==> config.mk <==
export PLATFORM = sky130hd
export DESIGN_NAME = cf_pulse_decoder
export DESIGN_NICKNAME = d
export VERILOG_FILES = /design/src/rtl/cf_pulse_decoder.sv
export SDC_FILE = /design/constraint.sdc
export NUM_CORES = 1
export LEC_CHECK = 0
export ABC_AREA = 1
export BUFFER_PORTS_ARGS = -buffer_cell sky130_fd_sc_hd__buf_2
export CAP_MARGIN = 5
export CORE_UTILIZATION = 30
export DETAILED_ROUTE_END_ITERATION = 8
export PLACE_DENSITY_LB_ADDON = 0.25
export SYNTH_ARGS = -nofsm -noshare
export SYNTH_HDL_FRONTEND = slang
export SYNTH_SLANG_ARGS = --single-unit
==> constraint.sdc <==
create_clock -name clk -period 5.17 [get_ports clk]
set_clock_uncertainty 0.1 [all_clocks]
set_input_delay 0.517 -clock clk [delete_from_list [all_inputs] [get_ports clk]]
set_output_delay 0.517 -clock clk [all_outputs]
set_load 0.05 [all_outputs]
==> src/rtl/cf_pulse_decoder.sv <==
// Flag-line pulse decoder: measures each high pulse on cf and classifies its
// width as mode 0 (short) or mode 1 (long), flagging widths outside both windows.
module cf_pulse_decoder #(
    parameter int SHORT_LEN = 6,
    parameter int LONG_LEN  = 18,
    parameter int TOL       = 1,
    parameter int CNT_W     = 5
) (
    input  logic             clk,
    input  logic             reset,
    input  logic             cf,
    output logic             busy,
    output logic             valid,
    output logic             mode_out,
    output logic             err,
    output logic [CNT_W-1:0] len,
    output logic [7:0]       good_cnt
);

    // valid is a one-cycle strobe with no ready: a consumer must take
    // len/err/mode_out/good_cnt on the cycle valid is high; they hold until the next strobe.

    typedef enum logic {
        IDLE    = 1'b0,
        MEASURE = 1'b1
    } state_t;

    localparam logic [CNT_W-1:0] CNT_MAX = '1;
    localparam logic [CNT_W-1:0] CNT_ONE = CNT_W'(1);

    state_t           state;
    logic             armed;
    logic [CNT_W-1:0] count;
    logic [31:0]      cnt_ext;
    logic             in_short;
    logic             in_long;

    // Window tests are written without subtraction so they stay unsigned-safe.
    always_comb begin
        cnt_ext  = 32'(count);
        in_short = (cnt_ext + 32'(TOL) >= 32'(SHORT_LEN)) &&
                   (cnt_ext <= 32'(SHORT_LEN + TOL));
        in_long  = (cnt_ext + 32'(TOL) >= 32'(LONG_LEN)) &&
                   (cnt_ext <= 32'(LONG_LEN + TOL));
    end

    always_ff @(posedge clk or posedge reset) begin
        if (reset) begin
            state    <= IDLE;
            armed    <= 1'b0;
            count    <= '0;
            busy     <= 1'b0;
            valid    <= 1'b0;
            mode_out <= 1'b0;
            err      <= 1'b0;
            len      <= '0;
            good_cnt <= 8'd0;
        end else begin
            valid <= 1'b0;
            // A pulse already high at reset release is ignored until cf is seen low.
            if (!cf) begin
                armed <= 1'b1;
            end
            case (state)
                IDLE: begin
                    if (cf && armed) begin
                        state <= MEASURE;
                        count <= CNT_ONE;
                        busy  <= 1'b1;
                    end
                end
                MEASURE: begin
                    if (cf) begin
                        if (count != CNT_MAX) begin
                            count <= count + CNT_ONE;
                        end
                    end else begin
                        state <= IDLE;
                        busy  <= 1'b0;
                        valid <= 1'b1;
                        len   <= count;
                        if (in_short) begin
                            mode_out <= 1'b0;
                            err      <= 1'b0;
                            good_cnt <= good_cnt + 8'd1;
                        end else if (in_long) begin
                            mode_out <= 1'b1;
                            err      <= 1'b0;
                            good_cnt <= good_cnt + 8'd1;
                        end else begin
                            err <= 1'b1;
                        end
                    end
                end
                default: begin
                    state <= IDLE;
                end
            endcase
        end
    end

endmodule

# After elaboration in Yosys (flattened, before gate mapping)
# Index checks and enable logic that the tools add are counted.
[totals]
latchBits = 0
register_bits = 24
romBits = 0
memories = 0
ramBits = 0
word_cells = 49
in_bits = 3
[op_classes]
n_reduce_logical = 8
shift = 0
order_cmp = 4
n_mux = 18
n_bitwise = 2
n_eq_ne = 5
multipliers = 0
n_div = 0
addsub = 3
[op_table]
columns = ["op", "n"]
rows = [
  ["$ge 32x3->1 const B", 1],
  ["$mux 8", 2],
  ["$mux 5", 3],
  ["$mux 1", 10],
  ["$pmux 5 s2", 1],
  ["$add 8x1->8 const B", 1],
  ["$add 5x1->6 const B", 1],
  ["$ge 6x5->1 const B", 1],
  ["$ne 2x2->1 const B", 3],
  ["$reduce_and 3->1", 2],
  ["$add 5x1->5 const B", 1],
  ["$le 5x3->1 const B", 1],
  ["$le 5x5->1 const B", 1],
  ["$ne 5x5->1 const B", 1],
  ["$pmux 1 s2", 2],
  ["$reduce_and 2->1", 2],
  ["$logic_and 1x1->1", 3],
  ["$ne 2x1->1 const B", 1],
  ["$not 1->1", 2],
  ["$reduce_bool 2->1", 1],
]

# Logic depth before layout (Yosys ltp)
[depth]
ltp_word = 5
ltp_mapped = 11
depth_no_buf = 11

# Worst setup path after synthesis
# Ideal clock, no wire load.
[synth_path]
path_kind = "register to register"
start = "reg count[0]"
end = "reg good_cnt[2]"
period_less_slack_ns = 1.864
path_stages_with_launch = 11
n_path_buf = 0
arrival_time_ns = 1.645
t_required_ns = 4.951
slack_ns = 3.306
setup_ns = 0.119
path_cell_list = "dfrtp_1 > ha_1 > nand2_1 > nor2_1 > ha_1 > a21oi_1 > nand3_1 > nand2_4 > nand2_8 > nand2_1 > nand2_1"
[synth_via]
elab_chain_len = 5
word_cells_on_any_way = 10
cone_classes = "add/sub (1); order compare (4); mux (1); reduce/logical (4)"
[synth_lines]
columns = ["element", "line", "source"]
rows = [
  ["from (decl)", "33", "logic [CNT_W-1:0] count;"],
  ["from (signal assigned)", "75", "count <= count + CNT_ONE;"],
  ["$add 5x1->6", "41, 43", ""],
  ["$ge 32x3->1 or $ge 6x5->1 (tied branches)", "41, 43", ""],
  ["$logic_and 1x1->1, on equally long branches", "41, 43", ""],
  ["$reduce_bool 2->1 (no line)", "n/a", ""],
  ["$reduce_and 3->1 (no line)", "n/a", ""],
  ["to (signal assigned)", "85", "good_cnt <= good_cnt + 8'd1;"],
  ["to (signal assigned)", "89", "good_cnt <= good_cnt + 8'd1;"],
  ["to (decl)", "17", "output logic [7:0] good_cnt"],
]
# Parallel ways exist; a longest one is shown, timed or not.
# A chain may end at the register's enable or synchronous reset.

# Worst setup path after layout
[layout_path]
start = "reg count[0]"
end = "reg good_cnt[4]"
# The elaborated chain is that of the path after synthesis.

==> out/results.md <==
* 260 ps — clock latency on the worst-skew pair
* finished, final reports clean — result of the run
* clkbuf_8 — buffer cell driving the clock tree root
* 3170 ps — reg2reg setup slack
* 16.9% — synthesis-to-layout area growth
* 10 — path depth of the worst reg2reg path
* 0 — total of cells resized after clock tree synthesis
* 0 — total gr overflow
* 166 — Final Net Count
* 499 MHz — highest achievable clock rate
* register — Startpoint Class
* register — type of destination of the critical path
* 0.254 mV — worst ir drop on vdd
* 903 — number of global-route vias before repair
* 49.3% — sequential element share of the synthesized area
* 1680 um — hpwl dp
* 0.761 nW — P_leak
* 4.53 — per-cell via count in the routed design
* 143 — total nets after synthesis
* 10 — maximum fanout encountered on the critical timing path
* 1 — number of levels in the clock H-tree
* 0 — Crit path buffers/inverters
* 24 — number of synthesized register bits
* 0 — Max Transition Viols Final
* 22 — Cell Rows
* reg2reg — Crit Path Class
* 80 ps — clock slew seen by the registers of the worst setup and hold paths
* 0.674 mW — Total Power
* 0 ps — aggregate negative setup slack
* 38.7% — fin crit share
* ha_1 -> nand2_1 -> nor2_1 -> ha_1 -> a21oi_1 -> nand3_1 -> nand2_4 -> nand2_8 -> nand2_1 -> nand2_1 — cells traversed along the worst timing path
* 0 — Syn. warnings
* 32.3% — Initial Utilization
* good_cnt[4] — worst flop-to-flop path endpoint
* count[0] — launching point of the worst reg2reg path
* 0.904 — routability congestion estimate
* 29 — synth unique cells
* 0 — total setup buffers inserted after CTS
* 37.7% — share of the core filled with cells
* count[0] — critical path launch point
* 11.2 um — average wire length per cell after detail routing
* 1220 sq um — Netlist Area Pre-Place
* 474 nW/um^2 — cell area power density
* 65.7 um — horizontal die dimension
* in2async — worst hold path type
* 33 — violation count after the first detailed-routing iteration
* 20 — boundary pin count
* nand2_1 — Crit path top cell by count
* 12.3% — global-route total usage across every layer
* 2 — maximum buffer depth of the clock tree
* 3770 sq um — floorplan core area
* 0 — max-cap viol count
* dfrtp_1 — top_reg_cell synth
* nand2_1 — leading cell type in the layout, fill and taps excluded
* nand2_1, dfrtp_1, buf_2, nand3_1, inv_1 — commonest cells after routing, fill and taps aside
* 2000 ps — shortest period the worst path allows
* 39.5% — worst slew margin relative to its limit
* false — unrepaired setup endpoints after global routing
* 0 — diode insertion count for antenna repair
* 24 — number of clock sinks seen by CTS
* simple AND/OR/NAND/NOR gates — Largest delay share family, worst path
* 2310 um — detailed-route wire length
* 25 — maximum number of pins on one net before global-route repair
* 460 ps — Crit path largest cell delay
* 0 — number of antenna violations at the first check in global routing
* 3180 ps — pre-CTS setup slack
* 0 — remaining design rule violation count
* 24.1% — layout cells sized above 1
* 65.7 um — Die Y
* dfrtp_1 — Max stage delay cell, worst path
* 136 — Cells after Synth
* 5230 ps — required arrival time at the worst endpoint
* 2070 ps — critical path data arrival time
* 0 — setup violators final
* 4320 sq um — area enclosed by the die boundary
* 100% — share of synthesized flip-flops with an asynchronous set or reset
* good_cnt[4] — Critical path destination
* 0 — number of flops mapped to enable cells by yosys
* 10 — number of gates on the worst path with buffers counted
* 19 — input/output buffers
* 907 ps — worst slew pin tran
* 3170 ps — setup ws final
* 933 — via count
* yes — clock tree from TritonCTS
* 0 — number of nets still failing antenna checks after routing
* 0 — Hold Violations, Final
* 4 — total iterations of the first detailed-routing run
* 4050 um — wire length of the first global-routing pass
* 0 — hold-fix buffer count after cts
* 8.95 sq um — post-synthesis average cell area
* 3 — cts bufs inserted
## final cells by class
cell class	count	area, sq um
clock buffers	4	55.1
fillers	373	2350
inverters	14	52.6
multi-input cells	97	559
flip-flops and latches	24	601
well taps	48	60.1
repair buffers	19	95.1
## through the flow
stage / area, sq um / hold slack, ps / cells
2_1_floorplan: 1220 / 340 / 136
3_3_place_gp: 1370 / 351 / 202
3_5_place_dp: 1370 / 360 / 202
4_1_cts: 1420 / 378 / 206
5_1_grt: 1420 / 400 / 206
6_report: 1420 / 333 / 206
## routing by layer
metal	global-route usage [%]	share of wire, %	wire [um]
met1	16.6	51	1180
met2	19.5	44	1020
met3	2.43	3.8	87
met4	4.08	1.3	29
met5	0	0	0
## where the power goes
part | leakage, nW | total [mW] | internal [mW] | switching [mW]
Sequential | 0.309 | 0.265 | 0.227 | 0.0379
Clock | 0.0288 | 0.127 | 0.0680 | 0.0594
Combinational | 0.424 | 0.282 | 0.0793 | 0.203
Total | 0.761 | 0.674 | 0.374 | 0.300
## flip-flops by register name, indices dropped and copies added (netlist names)
| signal | flops |
|---|---|
| armed | 1 |
| busy | 1 |
| count | 5 |
| err | 1 |
| good_cnt | 8 |
| len | 5 |
| mode_out | 1 |
| state | 1 |
| valid | 1 |
## cell families after synthesis
group           synth area share, %
compound gates                 7.50
xor+xnor                       4.32
fa+ha+maj                      4.11
buf+inv                        4.73
flops                          49.3
mux                           0.925
simple gates                   29.1
## worst min path at each step
stage / slack [ps] / startpoint / cells after the start / to
floorplan: 340 / armed / 1 / armed
global placement: 350 / armed / 1 / armed
detailed placement: 360 / armed / 1 / armed
CTS: 380 / reset / 2 / len[0]
global route: 400 / len[0] / 2 / len[0]
finish: 330 / reset / 2 / len[0]
## worst reg2reg max path, stage by stage (launching register included)
cell and delay [ps]:
dfrtp_1 460, ha_1 260, nand2_1 110, nor2_1 50
ha_1 300, a21oi_1 120, nand3_1 130, nand2_4 170
nand2_8 90, nand2_1 70, nand2_1 50
## cell usage after synthesis (3+ instances only)
cell type / count / area share (%)
a21oi_1: 3 / 1.2
dfrtp_1: 24 / 49
ha_1: 4 / 4.1
inv_1: 13 / 4.0
nand2_1: 35 / 11
nand3_1: 16 / 6.6
nor2_1: 5 / 1.5
o21ai_0: 6 / 2.5
xor2_1: 4 / 2.9
Note: power is estimated with default switching activity, not from simulation.
